<file path="src/rtl/imem_boot_ctrl_pkg.sv">
// Shared definitions for the instruction-memory boot/fetch controller,
// also consumed by the memory wrapper and the core fetch stage.
package imem_boot_ctrl_pkg;

  localparam int          IMEM_BYTES  = 1024;
  localparam int          IMEM_ADDR_W = 10;
  localparam logic [31:0] IMEM_NOP    = 32'h0000_0013;  // addi x0,x0,0

  typedef enum logic [1:0] {
    ST_HOLD = 2'd0,
    ST_LOAD = 2'd1,
    ST_RUN  = 2'd2
  } boot_state_e;

endpackage

</file>
<file path="src/rtl/imem_fetch_resp.sv">
// Registered instruction-fetch response with alignment/range fault check.
import imem_boot_ctrl_pkg::*;

module imem_fetch_resp #(
  parameter int          MEM_BYTES = IMEM_BYTES,
  parameter logic [31:0] NOP_INSTR = IMEM_NOP
) (
  input  logic        clk,
  input  logic        rst_n,
  input  logic        req_i,
  input  logic [31:0] addr_i,
  input  logic [31:0] rdata_i,
  output logic        valid_o,
  output logic        fault_o,
  output logic [31:0] instr_o
);

  logic        valid_q, valid_d;
  logic        fault_q, fault_d;
  logic [31:0] instr_q, instr_d;
  logic        addr_bad;

  // Upper address bits beyond the memory are caught by the full-width compare.
  assign addr_bad = (addr_i[1:0] != 2'b00) || (addr_i > 32'(MEM_BYTES - 4));

  // NOTE: every always_comb output gets a default first, so no path can infer a latch.
  always_comb begin
    valid_d = req_i;
    fault_d = 1'b0;
    instr_d = instr_q;
    if (req_i) begin
      fault_d = addr_bad;
      instr_d = addr_bad ? NOP_INSTR : rdata_i;
    end
  end

  // NOTE: sequential state uses non-blocking assignments only, so every register samples pre-edge values.
  always_ff @(posedge clk or negedge rst_n) begin
    if (!rst_n) begin
      valid_q <= 1'b0;
      fault_q <= 1'b0;
      instr_q <= NOP_INSTR;
    end else begin
      valid_q <= valid_d;
      fault_q <= fault_d;
      instr_q <= instr_d;
    end
  end

  assign valid_o = valid_q;
  assign fault_o = fault_q;
  assign instr_o = instr_q;

endmodule

</file>
<file path="src/rtl/imem_boot_ctrl.sv">
// Boot/fetch controller: streams a program image into the instruction memory
// while holding the CPU, then serves registered instruction fetches.
import imem_boot_ctrl_pkg::*;

module imem_boot_ctrl #(
  parameter int          MEM_BYTES = IMEM_BYTES,
  parameter int          ADDR_W    = IMEM_ADDR_W,
  parameter logic [31:0] NOP_INSTR = IMEM_NOP
) (
  input  logic              clk,
  input  logic              rst_n,
  input  logic              load_start,
  input  logic [ADDR_W:0]   load_len,
  input  logic              run_start,
  input  logic              s_valid,
  input  logic [7:0]        s_data,
  output logic              s_ready,
  output logic [ADDR_W-1:0] mem_addr,
  output logic              mem_we,
  output logic [7:0]        mem_wdata,
  input  logic [31:0]       mem_rdata,
  input  logic              fetch_req,
  input  logic [31:0]       fetch_addr,
  output logic              fetch_valid,
  output logic [31:0]       fetch_instr,
  output logic              fetch_fault,
  output logic              cpu_hold,
  output logic              load_busy
);

  localparam logic [ADDR_W:0] MAX_LEN = (ADDR_W + 1)'(MEM_BYTES);

  boot_state_e     state_q, state_d;
  logic [ADDR_W:0] cnt_q, cnt_d;
  logic [ADDR_W:0] len_q, len_d;
  logic [ADDR_W:0] len_clamped;
  logic            start_load;
  logic            fetch_en;

  assign len_clamped = (load_len > MAX_LEN) ? MAX_LEN : load_len;
  // A load may start from HOLD or RUN; a repeated start mid-load is ignored.
  assign start_load  = load_start && (state_q != ST_LOAD);

  always_comb begin
    state_d  = state_q;
    cnt_d    = cnt_q;
    len_d    = len_q;
    s_ready  = 1'b0;
    mem_we   = 1'b0;
    mem_addr = '0;
    fetch_en = 1'b0;

    unique case (state_q)
      ST_HOLD: begin
        if (run_start) state_d = ST_RUN;
      end
      ST_LOAD: begin
        s_ready  = 1'b1;
        mem_addr = cnt_q[ADDR_W-1:0];
        mem_we   = s_valid;
        if (s_valid) begin
          cnt_d = cnt_q + 1'b1;
          if (cnt_q == len_q - 1'b1) state_d = ST_RUN;
        end
      end
      ST_RUN: begin
        mem_addr = fetch_addr[ADDR_W-1:0];
        fetch_en = fetch_req;
      end
      default: state_d = ST_HOLD;
    endcase

    // Overrides run_start in HOLD; a zero-length image releases the CPU at once.
    if (start_load) begin
      len_d   = len_clamped;
      cnt_d   = '0;
      state_d = (len_clamped == '0) ? ST_RUN : ST_LOAD;
    end
  end

  always_ff @(posedge clk or negedge rst_n) begin
    if (!rst_n) begin
      state_q <= ST_HOLD;
      cnt_q   <= '0;
      len_q   <= '0;
    end else begin
      state_q <= state_d;
      cnt_q   <= cnt_d;
      len_q   <= len_d;
    end
  end

  assign mem_wdata = s_data;
  assign cpu_hold  = (state_q != ST_RUN);
  assign load_busy = (state_q == ST_LOAD);

  imem_fetch_resp #(
    .MEM_BYTES (MEM_BYTES),
    .NOP_INSTR (NOP_INSTR)
  ) u_fetch_resp (
    .clk     (clk),
    .rst_n   (rst_n),
    .req_i   (fetch_en),
    .addr_i  (fetch_addr),
    .rdata_i (mem_rdata),
    .valid_o (fetch_valid),
    .fault_o (fetch_fault),
    .instr_o (fetch_instr)
  );

endmodule

</file>
<file path="config.mk">
export PLATFORM = sky130hd
export DESIGN_NAME = imem_boot_ctrl
export DESIGN_NICKNAME = d
export VERILOG_FILES = /design/src/rtl/imem_boot_ctrl_pkg.sv /design/src/rtl/imem_fetch_resp.sv /design/src/rtl/imem_boot_ctrl.sv
export SDC_FILE = /design/constraint.sdc
export NUM_CORES = 1
export LEC_CHECK = 0
export CAP_MARGIN = 5
export CORE_UTILIZATION = 49
export DETAILED_ROUTE_END_ITERATION = 10
export DONT_BUFFER_PORTS = 1
export GPL_TIMING_DRIVEN = 0
export SLEW_MARGIN = 20
export SYNTH_ARGS = -nofsm -noshare
export SYNTH_HDL_FRONTEND = slang
export SYNTH_SLANG_ARGS = --single-unit
</file>
<file path="constraint.sdc">
create_clock -name clk -period 4.5 [get_ports clk]
set_input_delay 0.675 -clock clk [delete_from_list [all_inputs] [get_ports clk]]
set_output_delay 0.675 -clock clk [all_outputs]
set_load 0.05 [all_outputs]
</file>
### Word level (Yosys, flattened, before mapping)

Index checks and enable logic that the tools add are counted.

* flip-flop bits (word level): 58

* eq/ne operators: 9
* magnitude comparators: 2
* reduce and logical (&&, ||, !) cells: 9
* add/subtract/negate cells: 2
* multiplexer cells: 16

Operator list (count)
* $mux 11: 4
* $gt 32x10->1 const B: 1
* $mux 32: 1
* $pmux 10 s2: 1
* $add 11x1->11 const B: 1
* $eq 11x11->1: 1
* $gt 11x11->1 const B: 1
* $logic_not 11->1: 1
* $sub 11x1->11 const B: 1
* $mux 2: 5
* $pmux 2 s3: 1
* $reduce_bool 2->1: 3
* $mux 1: 4
* $ne 2x2->1 const B: 2
* $reduce_and 4->1: 1
* $ne 3x1->1 const B: 1
* $ne 3x2->1 const B: 1
* $ne 3x3->1 const B: 1
* $eq 2x1->1 const B: 1
* $eq 2x2->1 const B: 1
* $logic_not 2->1: 1
* $ne 2x1->1 const B: 1
* $reduce_and 2->1: 1
* $logic_and 1x1->1: 1
* $logic_or 1x1->1: 1

### Depth between registers and ports, before layout

Gate-level depths: netlist of run 1.

* word-level depth: 6
* gate-level depth with buffers: 9
* depth with buffers taken out: 8

### Hierarchy

A second synthesis of run 1 with hierarchy kept.

* cell total of the unflattened synthesis: 352
* area, all modules: 3519.6 um2

By module, submodules not included
* imem_boot_ctrl: cells each 203, times used 1, area each 1761.7 um2
* imem_fetch_resp: cells each 149, times used 1, area each 1757.9 um2

### Least setup slack after synthesis of run 1

Ideal clock, no wire load.

* path type: reg-to-output
* from: reg state_q[1]
* to: out mem_addr[1]
* buffers on the path: 2
* slack: 1.482 ns
* cell stages (with the launch flop): 7
* arrival time: 2.343 ns
* path through: dfrtp_1 > inv_1 > ha_1 > clkbuf_1 > clkbuf_1 > a22oi_1 > nor2b_1

* cells in the longest elaborated chain, start to end: 2
* elaborated cells between the ends (all ways): 3
* classes of those cells: eq/ne (2); mux (1)

RTL lines
* from (decl): line imem_boot_ctrl.sv:33 `boot_state_e state_q, state_d;`
* from (signal assigned): line imem_boot_ctrl.sv:87 `state_q <= state_d;`
* $eq 2x1->1
* named net load_busy: line imem_boot_ctrl.sv:28 `output logic load_busy`
* $pmux 10 s2: line imem_boot_ctrl.sv:53 `unique case (state_q)`
* to (decl): line imem_boot_ctrl.sv:18 `output logic [ADDR_W-1:0] mem_addr,`

The timed path passes the listed nets, and every way through them passes these cells.

### Worst setup path in the final report of run 1

Same ends and word-level chain as after synthesis.

==> results of run 1 <==
-- cell usage after synthesis, types with 2 or more instances --
master	n	area (µm²)
a22oi_1	10	75.1
a2bb2oi_1	3	26.3
a31oi_1	4	25.0
and3_1	3	18.8
buf_4	9	67.6
clkbuf_1	19	71.3
dfrtp_1	55	1380
dfstp_2	3	78.8
ha_1	5	62.6
inv_1	8	30.0
nand2_1	83	312
nand2b_1	12	75.1
nand3_1	9	45.0
nand4_1	5	31.3
nor2_1	12	45.0
nor2b_1	14	87.6
nor3_1	5	25.0
nor4_1	11	68.8
o211ai_1	5	37.5
o21ai_0	50	250
o22ai_1	2	12.5
o31ai_1	4	30.0
or3_1	2	12.5
xnor2_1	9	78.8
xor2_1	3	26.3
-- final cells by class --
type / instances / area [µm²]
Tap cell: 75 / 93.8
Sequential cell: 58 / 1460
Clock inverter: 5 / 77.6
Inverter: 8 / 30.0
Multi-Input combinational cell: 268 / 1490
Clock buffer: 11 / 141
Fill cell: 566 / 2610
Buffer: 31 / 159
-- power groups by stage --
stage               sequential [W]  combinational [W]  clock, W
floorplan                 0.000654           0.000630         0
global placement          0.000672           0.000738         0
detailed placement        0.000672           0.000749         0
CTS                       0.000663           0.000752  0.000537
global route              0.000673           0.000825  0.000558
finish                    0.000663           0.000748  0.000527
-- per-stage QoR --
stage	hold WS [ns]	cell area, µm²	utilization [%]	setup WS, ns
CTS	0.0156	3450	56.9	0.815
global placement	0.380	3230	53.3	1.18
floorplan	0.379	3140	-	1.48
detailed placement	0.380	3230	53.3	1.18
finish	0.0313	3450	56.9	0.849
global route	0.00777	3450	56.9	0.634
-- per-layer routing --
| metal | vias up | track usage [%] | wire length (µm) |
|---|---|---|---|
| met3 | 8 | 8.89 | 587 |
| li1 | 1278 | - | - |
| met5 | - | 0 | 0 |
| met4 | 0 | 7.37 | 73 |
| met1 | 1226 | 30.0 | 3210 |
| met2 | 86 | 35.6 | 3610 |
-- state kept, by name, summed over array words and instances, names as in the netlist --
name	flops
len_q	11
u_fetch_resp.fault_o	1
cnt_q	11
state_q	2
u_fetch_resp.valid_o	1
u_fetch_resp.instr_o	32
-- final timing paths --
path / slack (ns) / depth (start not counted) / to / startpoint
min in group clk: 0.44 / 1 / cnt_q[0] / load_start
min: 0.03 / 0 / cnt_q[0] / rst_n
max reg2reg: 1.68 / 7 / cnt_q[9] / state_q[1]
min reg2reg: 0.51 / 1 / cnt_q[10] / cnt_q[10]
max in group asynchronous: 4.26 / 0 / u_fetch_resp.instr_o[1] / rst_n
max: 0.85 / 6 / mem_addr[1] / state_q[1]
-- logic make-up (layout without fill, tap and decap cells) --
group                      Yosys count  after routing  synth area share (%)
xor gates and xnor gates            12             12                  3.35
AOI/OAI and AO/OA                   84             84                  16.1
buffers and inverters               39             55                  6.02
DFF                                 58             58                  46.4
muxes                                2              2                 0.678
adders and majority gates            5              5                  1.99
and+or+nand+nor                    165            165                  25.4
==> results.toml, run 1 <==
[floorplanning]
dieArea_um2 = 6730
core_um2 = 6060
start_util_pct = 51.8
pin_count = 145
die_y_um = 82.0
die_w_um = 82.0
rows = 28

[critical_path]
cpMostUsedCell = "clkbuf_1"
arrival_ns = 2.98
worstSetupEndpointType = "output pin"
worstPathMaxFanout = 10
crit_type = "register to output pin"
cp.buffers_inverters = 3
cp_slowest_cell = "nor2b_1"
critPathLaunchType = "register"
cp_top_family = "buffers and inverters"
required_ns = 3.83
slowest_delay_ns = 0.75
path_cells = "inv_1 > ha_1 > clkbuf_1 > clkbuf_1 > a22oi_1 > nor2b_1"

[logic_synthesis]
synth-seq-cells = 58
synth_cells = 365
avgSynthCellArea_um2 = 8.60
synth_ff_type = "dfrtp_1"
synthArstFlopShare_pct = 100
syn-cell-area_um2 = 3140
yosysWarnings = 0
ys_seq_area_share_pct = 46.4
ys_types = 45
syn_nets = 459
synth_edf_count = 0

[power]
powerDensity_nw_per_um2 = 562
vdd_ir_drop_max_mv = 0.324
seqPwrFrac_pct = 34.2
intPower_w = 0.00115
p_comb_share_pct = 38.6
leakage_nw = 1.40
swShare_pct = 40.6
power.total_w = 0.00194
p_switching_w = 0.000786
clkPwrFrac_pct = 27.2

[cts]
root_buffer = "clkbuf_8"
holdBufCountCts = 0
ctsLongestPathBuffers = 2
cts_resized = 0
clock-sinks = 58
cts_buffers = 9
clkTransAtPathRegs_ns = 0.06
cts_max_level = 3
cts_tree = "yes"
cts_setup_buffers = 0
clk_latency_ns = 0.33

[timing]
relSlewSlack_pct = 37.8
fmax_mhz = 274
min_period_over_period_pct = 81.1
setup_viol = 0
hold_viol = 0
setup_tns_ns = 0
rsz0062_at_grt = "false"
drv_slew = 0
tightest_slew_ns = 0.931
post-route-min-period_ns = 3.65
skew_ns = 0.00844

[global_routing]
grt_antenna_before_repair = 0
grt_pass1_vias = 2334
grt_pass1_wl_um = 11400
grt_usage_pct = 23.2
grt_max_degree = 59
overflow = 0

[routing]
via_per_inst = 5.70
first_pass_iters = 4
drc = 0
wire_per_inst_um = 16.4
antenna_left = 0
drt_iter0_drc = 113
routed_wl_um = 7490
routed-via-count = 2598

[placement]
post-dp-hpwl_um = 5520
gp_congestion = 0.801
port_buffers = 0
placedCellCount = 440

[hold_path]
hold_path.class = "input pin to async pin"

[layout]
layout_common_cells = "83 x nand2_1, 55 x dfrtp_1, 50 x o21ai_0, 20 x clkbuf_1, 14 x nor2b_1"
diodes = 0
fin_cells = 456
mostFrequentLayoutCell = "nand2_1"
final_nets = 470
drive_above_1_share_pct = 8.92
area_delta_synth_final_pct = 9.97

[flow_run]
maxCapViolCount = 0

[outcome]
outcome = "finished clean"
Note: power is estimated with default switching activity, not from simulation.
==> run 2: changes to the inputs <==
--- a/config.mk
+++ b/config.mk
@@ -10,6 +10,7 @@
 export DETAILED_ROUTE_END_ITERATION = 10
 export DONT_BUFFER_PORTS = 1
 export GPL_TIMING_DRIVEN = 0
+export PLACE_DENSITY = 0.66
 export SLEW_MARGIN = 20
 export SYNTH_ARGS = -nofsm -noshare
 export SYNTH_HDL_FRONTEND = slang
==> constraint.sdc (replaced) <==
create_clock -name clk -period 3.3 [get_ports clk]
set_input_delay 0.495 -clock clk [delete_from_list [all_inputs] [get_ports clk]]
set_output_delay 0.495 -clock clk [all_outputs]
set_load 0.05 [all_outputs]
==> run 2 against run 1 <==
- clock power grew 26%
- worst hold slack lost 0.013 ns
- global-route usage fell by 0.30 points
- count of clock-buffer cells in the layout decreased by 1
- largest cell class unchanged
- critical endpoint unchanged
- routed wire length shrank 0.28%
==> results.toml, run 2 (synthesized netlist as in run 1, its figures left out) <==
[timing]
setup_ws_ns = 0.215
tightest_slew_ns = 0.947
relSlewSlack_pct = 36.7
skew_ns = 0.00992
hold_viol = 0
setup_tns_ns = 0
rsz0062_at_grt = "false"
post-route-min-period_ns = 3.09
min_period_over_period_pct = 93.5
drv_slew = 0
setup_viol = 0
fmax_mhz = 324

[routing]
drc = 0
routed-via-count = 2659
first_pass_iters = 4
routed_wl_um = 7470
wire_per_inst_um = 16.3
drt_iter0_drc = 132
antenna_left = 0
via_per_inst = 5.82

[floorplanning]
rows = 28
die_y_um = 82.0
dieArea_um2 = 6730
core_um2 = 6060
start_util_pct = 51.8
pin_count = 145
die_w_um = 82.0

[cts]
root_buffer = "clkbuf_8"
clock-sinks = 58
clk_latency_ns = 0.33
ctsLongestPathBuffers = 2
cts_buffers = 9
cts_max_level = 3
cts_setup_buffers = 0
clkTransAtPathRegs_ns = 0.08
cts_tree = "yes"

[power]
power.total_w = 0.00264
vdd_ir_drop_max_mv = 0.445
powerDensity_nw_per_um2 = 756
leakage_nw = 1.41

[layout]
layout_common_cells = "83 x nand2_1, 55 x dfrtp_1, 50 x o21ai_0, 19 x clkbuf_1"
utilization_pct = 57.6
drive_above_1_share_pct = 11.0
largest_register_ffs = 32
mostFrequentLayoutCell = "nand2_1"
multi_input_area_um2 = 1520
area_delta_synth_final_pct = 11.2
final_nets = 471
diodes = 0
final.fill_count = 576
ff_latch_area_um2 = 1460
final_area_um2 = 3490

[critical_path]
cp_slowest_cell = "nor2b_2"
worstPathMaxFanout = 10
cpMostUsedCell = "clkbuf_1"
startpoint = "state_q[1]"
slowest_delay_ns = 0.49
critPathLaunchType = "register"
path_cells = "inv_1 > ha_2 > clkbuf_1 > clkbuf_1 > a22oi_1 > nor2b_2"
reg2reg_from = "state_q[1]"
arrival_ns = 2.59
required_ns = 2.80
crit_type = "register to output pin"
worstSetupEndpointType = "output pin"

[global_routing]
grt_pass1_vias = 2346
overflow = 0
grt_usage_pct = 22.9
grt_antenna_before_repair = 0
grt_pass1_wl_um = 11200
grt_max_degree = 59

[flow_run]
maxCapViolCount = 0

[placement]
port_buffers = 0
place_area_um2 = 3230
gp_congestion = 0.842
post-dp-hpwl_um = 5440
post-place-ws_ns = 0.136

[outcome]
outcome = "finished clean"

[hold_path]
hold_path.class = "input pin to async pin"
-- run 2: power breakdown --
| part | total (W) | switching [W] | leakage, nW | internal [W] |
|---|---|---|---|---|
| sequential | 0.000905 | 0.000116 | 0.783 | 0.000790 |
| combinational | 0.00107 | 0.000701 | 0.532 | 0.000365 |
| clock | 0.000666 | 0.000298 | 0.0945 | 0.000369 |
| total | 0.00264 | 0.00111 | 1.41 | 0.00152 |
-- run 2: final timing paths --
| path | endpoint | slack [ns] | depth (start not counted) |
|---|---|---|---|
| worst min-delay path | u_fetch_resp.instr_o[2] | 0.02 | 1 |
| worst max register to register | cnt_q[9] | 0.62 | 7 |
| min in group clk | cnt_q[0] | 0.27 | 1 |
| worst min register to register | cnt_q[10] | 0.52 | 1 |
| worst max-delay path | mem_addr[1] | 0.21 | 6 |
| max in group asynchronous | u_fetch_resp.instr_o[0] | 2.97 | 1 |
-- run 2: timing repair --
action | in CTS | in global routing
hold endpoints to repair | 58 | 0
setup endpoints to repair | 5 | 5
resized for setup | 5 | 3
gates cloned | 0 | 0
hold buffers | 1 | 0
-- run 2: final cells by class --
| type | instances | area share, % |
|---|---|---|
| Multi-Input combinational cell | 268 | 43.5 |
| Clock inverter | 6 | 1.90 |
| Clock buffer | 10 | 3.95 |
| Timing Repair Buffer | 1 | 0.789 |
| Tap cell | 75 | 2.69 |
| Buffer | 31 | 4.56 |
| Inverter | 8 | 0.861 |
| Sequential cell | 58 | 41.7 |
-- run 2: per-stage QoR --
step | std cells | hold slack [ns]
after floorplan | 365 | 0.199
after global placement | 440 | 0.201
after detailed placement | 440 | 0.201
after CTS | 457 | 0.0249
after global routing | 457 | 0.0292
final | 457 | 0.0187
-- run 2: layer usage --
| layer | global-route usage (%) | routed length (µm) | share of wire [%] |
|---|---|---|---|
| met1 | 28.8 | 3310 | 44 |
| met2 | 35.9 | 3540 | 47 |
| met3 | 6.44 | 566 | 7.6 |
| met4 | 11.2 | 55 | 0.74 |
| met5 | 0 | 0 | 0 |
-- run 2: worst max-delay path, delay by kind of cell (launching register included) --
family,cells,cell delay [ns]
AO/OA/AOI/OAI,1,0.17
AND/OR/NAND/NOR,1,0.49
flip-flops,1,0.39
adder cells (fa/ha/maj),1,0.38
buffers and inverters,3,0.83
